==> src/rtl/router_fifo.sv <==
// Per-destination output buffer of the 1x3 router: stores {header-marker, byte}
// entries and presents one registered byte per read to the destination port.
module router_fifo #(
    parameter int DATA_WIDTH = 8,
    parameter int DEPTH      = 16,
    parameter int ADDR_WIDTH = 4
) (
    input  logic                  clock,
    input  logic                  reset,
    input  logic                  soft_reset,
    input  logic                  write_enb,
    input  logic                  read_enb,
    input  logic                  lfd_state,
    input  logic [DATA_WIDTH-1:0] data_in,
    output logic [DATA_WIDTH-1:0] data_out,
    output logic                  full,
    output logic                  empty
);

    localparam int PTR_W   = ADDR_WIDTH + 1;
    localparam int ENTRY_W = DATA_WIDTH + 1;
    localparam int PKT_W   = 7;

    logic [ENTRY_W-1:0]    mem_q [DEPTH];
    logic [PTR_W-1:0]      wr_ptr_q, wr_ptr_d;
    logic [PTR_W-1:0]      rd_ptr_q, rd_ptr_d;
    logic [PKT_W-1:0]      pkt_count_q, pkt_count_d;
    logic [DATA_WIDTH-1:0] data_out_q, data_out_d;

    logic                  full_w;
    logic                  empty_w;
    logic                  wr_fire;
    logic                  rd_fire;
    logic [ENTRY_W-1:0]    rd_entry;

    // The MSB of each pointer is a wrap bit, so equal low bits mean empty or full.
    assign empty_w = (wr_ptr_q == rd_ptr_q);
    assign full_w  = (wr_ptr_q[ADDR_WIDTH] != rd_ptr_q[ADDR_WIDTH]) &&
                     (wr_ptr_q[ADDR_WIDTH-1:0] == rd_ptr_q[ADDR_WIDTH-1:0]);

    assign wr_fire  = write_enb && !full_w && !soft_reset;
    assign rd_fire  = read_enb && !empty_w && !soft_reset;
    assign rd_entry = mem_q[rd_ptr_q[ADDR_WIDTH-1:0]];

    always_comb begin
        wr_ptr_d    = wr_ptr_q;
        rd_ptr_d    = rd_ptr_q;
        pkt_count_d = pkt_count_q;
        data_out_d  = data_out_q;
        if (soft_reset) begin
            wr_ptr_d    = '0;
            rd_ptr_d    = '0;
            pkt_count_d = '0;
            data_out_d  = '0;
        end else begin
            if (wr_fire) begin
                wr_ptr_d = wr_ptr_q + PTR_W'(1);
            end
            if (rd_fire) begin
                rd_ptr_d   = rd_ptr_q + PTR_W'(1);
                data_out_d = rd_entry[DATA_WIDTH-1:0];
                // A header carries the payload length in its upper bits; +1 counts parity.
                if (rd_entry[DATA_WIDTH]) begin
                    pkt_count_d = PKT_W'(rd_entry[DATA_WIDTH-1:2]) + PKT_W'(1);
                end else if (pkt_count_q != '0) begin
                    pkt_count_d = pkt_count_q - PKT_W'(1);
                end
            end else if (pkt_count_q == '0) begin
                data_out_d = '0;
            end
        end
    end

    always_ff @(posedge clock) begin
        if (reset) begin
            wr_ptr_q    <= '0;
            rd_ptr_q    <= '0;
            pkt_count_q <= '0;
            data_out_q  <= '0;
        end else begin
            wr_ptr_q    <= wr_ptr_d;
            rd_ptr_q    <= rd_ptr_d;
            pkt_count_q <= pkt_count_d;
            data_out_q  <= data_out_d;
        end
    end

    always_ff @(posedge clock) begin
        if (reset) begin
            for (int i = 0; i < DEPTH; i++) begin
                mem_q[i] <= '0;
            end
        end else if (wr_fire) begin
            mem_q[wr_ptr_q[ADDR_WIDTH-1:0]] <= {lfd_state, data_in};
        end
    end

    assign data_out = data_out_q;
    assign full     = full_w;
    assign empty    = empty_w;

endmodule

==> config.mk <==
export PLATFORM = sky130hd
export DESIGN_NAME = router_fifo
export DESIGN_NICKNAME = d
export VERILOG_FILES = /design/src/rtl/router_fifo.sv
export SDC_FILE = /design/constraint.sdc
export NUM_CORES = 1
export LEC_CHECK = 0
export ABC_AREA = 1
export CAP_MARGIN = 15
export CORE_ASPECT_RATIO = 0.7
export CORE_UTILIZATION = 56
export DETAILED_ROUTE_END_ITERATION = 12
export PLACE_DENSITY = 0.83
export SKIP_LAST_GASP = 1
export SYNTH_ARGS = -nofsm -noshare
export SYNTH_HDL_FRONTEND = slang
export SYNTH_SLANG_ARGS = --single-unit
==> constraint.sdc <==
create_clock -name clock -period 4.1 [get_ports clock]
set_clock_uncertainty 0.1 [all_clocks]
set_input_delay 0.82 -clock clock [delete_from_list [all_inputs] [get_ports clock]]
set_output_delay 0.82 -clock clock [all_outputs]
set_load 0.03 [all_outputs]
Yosys cells after proc, flatten, opt, wreduce, memory -nomap -nowiden
Memory sizes are Yosys's and may differ from the RTL's. A register that Yosys moved wholly into a read port is not among the register bits. Cells that the tools add are included.

Flip-flop bits (word level): 25. RAM bits: 144. Input bits: 14. Output and inout bits: 10. Word-level logic and storage cells: 41. Memories kept: 1.

Add/sub/neg operators: 4. Equality and inequality tests: 3. Mux-type cells: 14. Reductions and logical operators: 15.

Memory list: mem_q (words 16, width 9, rd ports 1, clocked after Yosys merged registers in 1, wr ports 16, RTL line 24) `logic [ENTRY_W-1:0] mem_q [DEPTH];`.

Operator list (count): $mux W8 (2); $mux W7 (2); $mux W4 (3); $add A5 B1 Y5 const B (2); $mux W9 (1); $reduce_or A9 Y1 (1); $add A6 B1 Y7 const B (1); $logic_not A7 Y1 (1); $reduce_bool A7 Y1 (1); $sub A7 B1 Y7 const B (1); $mux W1 (6); $eq A5 B5 Y1 (1); $logic_and A1 B1 Y1 (5); $eq A4 B4 Y1 (1); $reduce_bool A2 Y1 (2); $logic_not A1 Y1 (3); $reduce_and A2 Y1 (1); $reduce_or A2 Y1 (1); $ne A1 B1 Y1 (1).

Depth between registers and ports, before layout
Gate-level depths: netlist of run 1.

Depth in word-level cells: 10. Mapped depth: 16. Gate-level depth less buffers: 13.

Worst setup path before layout of run 1
No wires, ideal clock.

Path type: input-to-reg. Start: input write_enb. End: memory mem_q[1][0] (netlist name), enable pin. Setup time: 0.334 ns. Arrival: 1.684 ns. Required time: 3.666 ns. Setup slack: 1.982 ns. Stages on the path: 6. Cell sequence: nand2_4 > nor2_8 > nand2_8 > nor2_8 > nand2_4 > nand2_1.

RTL lines: start: declaration (RTL line 11) `input logic write_enb,`; end: declaration (RTL line 24).

Worst setup path in the final report of run 1
Start: register wr_ptr_q[1]. End: output full.

Longest elaborated chain between the ends: 2.

RTL lines: start: declaration (RTL line 25) `logic [PTR_W-1:0] wr_ptr_q, wr_ptr_d;`; start signal: assignment (RTL line 81) `wr_ptr_q <= wr_ptr_d;`; $eq A4 B4 Y1 (RTL line 39) `(wr_ptr_q[ADDR_WIDTH-1:0] == rd_ptr_q[ADDR_WIDTH-1:0]);`; $logic_and A1 B1 Y1 (RTL line 38) `assign full_w = (wr_ptr_q[ADDR_WIDTH] != rd_ptr_q[ADDR_WIDTH]) &&`; end: declaration (RTL line 16) `output logic full,`.

No other way between the ends.

==> flow_summary.ini, run 1 <==
[place]
dpl_worst_slack_ns = 1.167
hpwlAfterDp_um = 13290
dp.cells = 1107
place_congestion = 0.9045
detailed_place.area_sq_um = 8683
place.port_buffers = 23

[synth]
yosys-top-cells-area = sky130_fd_sc_hd__edfxtp_1 52%, sky130_fd_sc_hd__nand2_1 10%, sky130_fd_sc_hd__nor2_1 8.1%
synthCells = 923
ys_warn_count = 0
yosys.area.top_type = sky130_fd_sc_hd__edfxtp_1
postSynth.asyncResetShare_pct = 0
synth_top_cell_area_share_pct = 51.54
syn-mean-instance-area_sq_um = 9.089
syn-cell-area_sq_um = 8389
synth_sequential_area_ratio_pct = 58.46
post_synthesis_net_count = 944
synth_top_flop_cell = sky130_fd_sc_hd__edfxtp_1
ys_ff_latch = 173
count_of_cell_types_in_the_netlist = 32
number_of_flops_mapped_to_enable_cells_by_yosys = 144

[route]
drt_first_pass_iters = 5
drt-total-wl_um = 21140
first_iter_violations = 971
via_count = 6487
post_drt_via_cell_ratio = 5.695
drcViolationCount = 0
ant_nets = 0
wl_per_cell_um = 18.56

[timing]
report.final.setup_viol = 0
timing.final.crit_share_pct = 75.08
fin_crit_ns = 3.078
totalNegativeSetupSlack_ns = 0
grt_setup_unrepaired = false
post-route-worst-setup-slack_ns = 1.022
timing.slew.headroom_pct = 26.96
timing.fmax_mhz = 324.8
worst_pin_slew_ns = 1.092
final_hold_viol_count = 0
drv_slew = 0

[power_and_ir_drop]
power.ir.vdd_worst_uv = 322.6
power_density_nw_per_um2 = 407.8
leakage_nw = 4.038

[layout]
drive_gt1_share_pct = 8.369
highest_count_cells_in_the_layout_ignoring_fill_and_taps = 234 x sky130_fd_sc_hd__nand2_1, 182 x sky130_fd_sc_hd__nor2_1, 144 x sky130_fd_sc_hd__edfxtp_1
design_area_sq_um = 9249
stdcell_count = 1139
finalNetCount = 952
layout_commonest_cell = sky130_fd_sc_hd__nand2_1
syn2layout_area_growth_pct = 10.25
final_util_pct = 63.02
fillCellCount = 1151
antenna_cells = 0

[die]
dieArea_sq_um = 15480
io_pins = 24
rows = 37
die_height_um = 104.4
die_x_um = 148.3
starting_density_of_the_core_pct = 57.17
core_area_sq_um = 14680

[worst_setup_path]
slowest_library_cell_on_the_worst_path = sky130_fd_sc_hd__clkdlybuf4s50_1
critPathKind = register to output port
crit_path_start_kind = register
timing.critical_path.cells = xor2_1 -> nor2_1 -> nand2_1 -> or2_4 -> inv_1 -> clkdlybuf4s50_1
worst_ep_arrival_time_ns = 2.16
critical_path.max_fanout = 5
slowest_delay_ns = 0.65
timing.critical_path.to_type = output port
cp_data_required_time_ns = 3.18
timing.reg2reg.worst_path_depth = 12

[clock_network]
htree_num_levels = 4
cts.repair_timing.setup_buffer_count = 0
clk-insertion-delay-late_ns = 0.45
clk_pin_slew_ns = 0.07
ctsRootBufferMaster = sky130_fd_sc_hd__clkbuf_16
cts_resized = 0
cts_inserted_buffers = 17
cts_hold_buf = 0
tritoncts_clock_tree = built
clock-sinks = 173
ctsLongestPathBuffers = 2

[grt]
grt_pass1_wl_um = 32360
antenna_violations_before_repair = 1
grt_overflow_total = 0
pin_count_of_the_biggest_net_entering_global_routing = 77
first_global_vias = 6006
grt_usage_pct = 28.75

[min_path]
hold-path-cell-count = 2
hold_path.class = register to register

[run_status]
run_status = complete, no violations

[job]
max_cap_viol_count = 0
==> registers in the layout, summed over array words and instances (netlist names), named ones only <==
name         flops
data_out         8
rd_ptr_q         5
mem_q          144
pkt_count_q      7
wr_ptr_q         5
==> final cells by class <==
type,count,area (sq um),area share (%)
clock buffer,19,464.2,5.019
clock inverter,13,101.3,1.096
inverter,86,322.8,3.490
multi-input combinational,623,2928,31.66
sequential,173,4906,53.04
tap,195,244.0,2.638
timing repair buffer,30,282.8,3.057
==> kinds of logic after synthesis <==
logic type	after synthesis	synth area share, %
flops	173	58.46
xor+xnor	7	0.7308
buf+inv	127	6.637
simple gates	536	28.26
fa+ha+maj	7	1.044
compound gates	73	4.862
==> final timing paths <==
path	start	endpoint	slack, ns
max	wr_ptr_q[1]$_SDFFE_PP0P_	full	1.02
min	data_out[4]$_SDFFE_PP0P_	data_out[4]$_SDFFE_PP0P_	0.37
min reg2reg	data_out[4]$_SDFFE_PP0P_	data_out[4]$_SDFFE_PP0P_	0.37
max reg2reg	register	pkt_count_q[4]$_SDFFE_PP0P_	1.19
==> layer usage <==
layer / up-vias / GRT usage (%) / part of all wire (%)
met3: 55 / 11.10 / 14
met1: 3016 / 39.93 / 41
met4: 2 / 11.93 / 2.7
li1: 3010 / - / -
met5: - / 0 / 0.066
met2: 404 / 40.11 / 42
==> through the flow <==
| step | power (mW) | hold WS, ns |
|---|---|---|
| floorplan | 2.155 | 0.3436 |
| global placement | 2.232 | 0.3524 |
| detailed placement | 2.238 | 0.3572 |
| CTS | 3.760 | 0.3700 |
| global route | 3.855 | 0.3918 |
| finish | 3.772 | 0.3651 |
==> cell usage after synthesis, types with 2 or more instances <==
cell / n
sky130_fd_sc_hd__nand3_1: 80
sky130_fd_sc_hd__buf_1: 2
sky130_fd_sc_hd__o21ai_0: 26
sky130_fd_sc_hd__nor2_8: 5
sky130_fd_sc_hd__buf_6: 3
sky130_fd_sc_hd__dfxtp_1: 29
sky130_fd_sc_hd__buf_4: 11
sky130_fd_sc_hd__xor2_1: 5
sky130_fd_sc_hd__nand2_4: 16
sky130_fd_sc_hd__ha_1: 7
sky130_fd_sc_hd__inv_2: 3
sky130_fd_sc_hd__xnor2_1: 2
sky130_fd_sc_hd__buf_2: 13
sky130_fd_sc_hd__nand2_2: 3
sky130_fd_sc_hd__nor2_1: 182
sky130_fd_sc_hd__nor3_1: 5
sky130_fd_sc_hd__a21oi_1: 33
sky130_fd_sc_hd__o211ai_1: 5
sky130_fd_sc_hd__inv_1: 78
sky130_fd_sc_hd__nand2_1: 234
sky130_fd_sc_hd__nor2_2: 9
sky130_fd_sc_hd__a32o_1: 2
sky130_fd_sc_hd__o311ai_1: 2
sky130_fd_sc_hd__clkinv_1: 5
sky130_fd_sc_hd__edfxtp_1: 144
sky130_fd_sc_hd__clkbuf_1: 12
sky130_fd_sc_hd__a22oi_1: 2
==> worst max-delay path: cells and delay by family (launching register included) <==
| kind | cells | cell delay (ns) |
|---|---|---|
| buf+inv | 2 | 0.70 |
| simple gates | 3 | 0.46 |
| xor+xnor | 1 | 0.19 |
| flops | 1 | 0.37 |
==> where the power goes <==
| part | internal (mW) | leakage [nW] | switching, mW |
|---|---|---|---|
| combinational | 0.0590 | 2.03 | 0.181 |
| clock | 0.840 | 0.288 | 0.720 |
| sequential | 1.95 | 1.72 | 0.0199 |
No activity file was read; power rests on OpenSTA's default activity.
==> run 2: changes to the inputs <==
- PLACE_DENSITY: 0.83 -> 0.86
- clock period: 4.1 -> 2.56 ns (I/O delays scaled with it)
==> flow_summary.ini, run 2 (same netlist as run 1, synthesis figures left out) <==
[min_path]
hold_path_end = data_out[4]$_SDFFE_PP0P_
holdCritStartpoint = data_out[4]$_SDFFE_PP0P_
hold-path-cell-count = 2
hold_path.class = register to register

[job]
max_cap_viol_count = 0

[clock_network]
htree_num_levels = 4
cts_hold_buf = 0
clock-sinks = 173
cts_inserted_buffers = 17
cts.repair_timing.setup_buffer_count = 0
clk-insertion-delay-late_ns = 0.44
clk_pin_slew_ns = 0.07
ctsLongestPathBuffers = 2
tritoncts_clock_tree = built
ctsRootBufferMaster = sky130_fd_sc_hd__clkbuf_16

[place]
hpwlAfterDp_um = 14110
place_congestion = 0.9446
place.port_buffers = 23

[layout]
drive_gt1_share_pct = 11.37
fillCellCount = 1122
registers.top_by_ff_count = mem_q
largest_reg_flops = 144
finalNetCount = 984
antenna_cells = 0
syn2layout_area_growth_pct = 13.86
layout_commonest_cell = sky130_fd_sc_hd__nand2_1
highest_count_cells_in_the_layout_ignoring_fill_and_taps = 234 x sky130_fd_sc_hd__nand2_1, 182 x sky130_fd_sc_hd__nor2_1, 144 x sky130_fd_sc_hd__edfxtp_1

[timing]
timing.slew.headroom_pct = 65.71
fin_crit_ns = 2.461
final_hold_viol_count = 0
timing.final.crit_share_pct = 96.14
grt_setup_unrepaired = false
worst_pin_slew_ns = 0.5124
timing.fmax_mhz = 406.3
report.final.setup_viol = 0
totalNegativeSetupSlack_ns = 0
drv_slew = 0

[grt]
grt_pass1_wl_um = 33840
grt_overflow_total = 0
pin_count_of_the_biggest_net_entering_global_routing = 49
grt_usage_pct = 29.47
first_global_vias = 6313
antenna_violations_before_repair = 0

[route]
routed_wl_met2_um = 9455
top_layer_used = met4
ant_nets = 0
wl_per_cell_um = 18.36
drt-total-wl_um = 21500
first_iter_violations = 919
drt-met1-wl_um = 8693
post_drt_via_cell_ratio = 5.740
drt_first_pass_iters = 5
met3_routed_length_um = 2671
via_count = 6722
drcViolationCount = 0

[die]
die_x_um = 148.3
core_area_sq_um = 14680
starting_density_of_the_core_pct = 57.17
dieArea_sq_um = 15480
die_height_um = 104.4
rows = 37
io_pins = 24

[power_and_ir_drop]
net_switching_mw = 1.494
finalPower_mw = 6.182
power.internal_mw = 4.688
leakage_nw = 4.193
power_density_nw_per_um2 = 647.3
sequentialPowerShare_pct = 51.1
pwr-share-clk_pct = 42.5
power_frac_comb_pct = 6.5
power.ir.vdd_worst_uv = 493.3
switching_share_pct = 24.17

[worst_setup_path]
crit_path_start_kind = register
r2r_end = pkt_count_q[2]$_SDFFE_PP0P_
critical_path.max_fanout = 5
r2r_setup_slack_ns = 0.21
slowest_library_cell_on_the_worst_path = sky130_fd_sc_hd__dfxtp_1
crit_path_start = wr_ptr_q[1]$_SDFFE_PP0P_
slowest_delay_ns = 0.36
worst_ep_arrival_time_ns = 1.85
timing.critical_path.to_type = output port
timing.critical_path.cells = xor2_1 -> nor2_1 -> nand2_1 -> or2_4 -> inv_1 -> clkdlybuf4s15_1
timing.reg2reg.worst_path_depth = 11
critPathKind = register to output port
cp_data_required_time_ns = 1.95

[run_status]
run_status = complete, no violations
[run 2: critical path: cells and delay by family, from the launching register on]
family / cells / cell delay, ns
xor+xnor: 1 / 0.18
buf+inv: 2 / 0.41
flops: 1 / 0.36
simple gates: 3 / 0.46
[run 2: what timing repair did]
action / in CTS / in global routing
gates resized for setup: 2 / 2
endpoints found under the setup margin: 2 / 2
pin swaps: 0 / 0
[run 2: worst max-delay path by stage]
stage	endpoint	cells after the start	slack, ns
after floorplan	mem_q[1][0]$_SDFFCE_PN0P_	10	0.49
after global placement	mem_q[3][2]$_SDFFCE_PN0P_	6	0.18
after detailed placement	mem_q[3][6]$_SDFFCE_PN0P_	6	0.10
after CTS	full	6	0.07
after global routing	pkt_count_q[2]$_SDFFE_PP0P_	12	0.004
final	full	6	0.1
[run 2: area by class of cell]
type / instances / area (sq um) / area share (%)
flip-flops and latches: 173 / 4906 / 51.36
multi-input cells: 623 / 2928 / 30.65
repair buffers: 62 / 563.0 / 5.895
clock buffers: 17 / 425.4 / 4.454
inverters: 86 / 322.8 / 3.380
well taps: 195 / 244.0 / 2.554
clock inverters: 15 / 162.7 / 1.703
[run 2: per-stage QoR]
| step | util (%) | area, sq um | hold slack [ns] | std cells | setup WS, ns |
|---|---|---|---|---|---|
| floorplan | - | 8389 | 0.3436 | 923 | 0.4914 |
| global placement | 61.06 | 8961 | 0.3504 | 1139 | 0.1772 |
| detailed placement | 61.06 | 8961 | 0.3576 | 1139 | 0.1045 |
| CTS | 65.05 | 9547 | 0.3671 | 1171 | 0.06911 |
| global route | 65.09 | 9552 | 0.3843 | 1171 | 0.003739 |
| finish | 65.09 | 9552 | 0.3654 | 1171 | 0.09869 |
[run 2: routing by layer]
metal | vias up | GRT usage, %
met3 | 78 | 8.640
met2 | 467 | 43.29
met1 | 3108 | 41.71
met4 | 0 | 10.09
met5 | - | 0
li1 | 3069 | -
[run 2: power groups by stage]
stage	Clock [mW]	Sequential [mW]	Combinational, mW
after floorplan	0	3.21	0.246
after global placement	0	3.21	0.377
after detailed placement	0	3.22	0.387
after CTS	2.60	3.16	0.390
after global routing	2.73	3.16	0.431
final	2.63	3.16	0.400
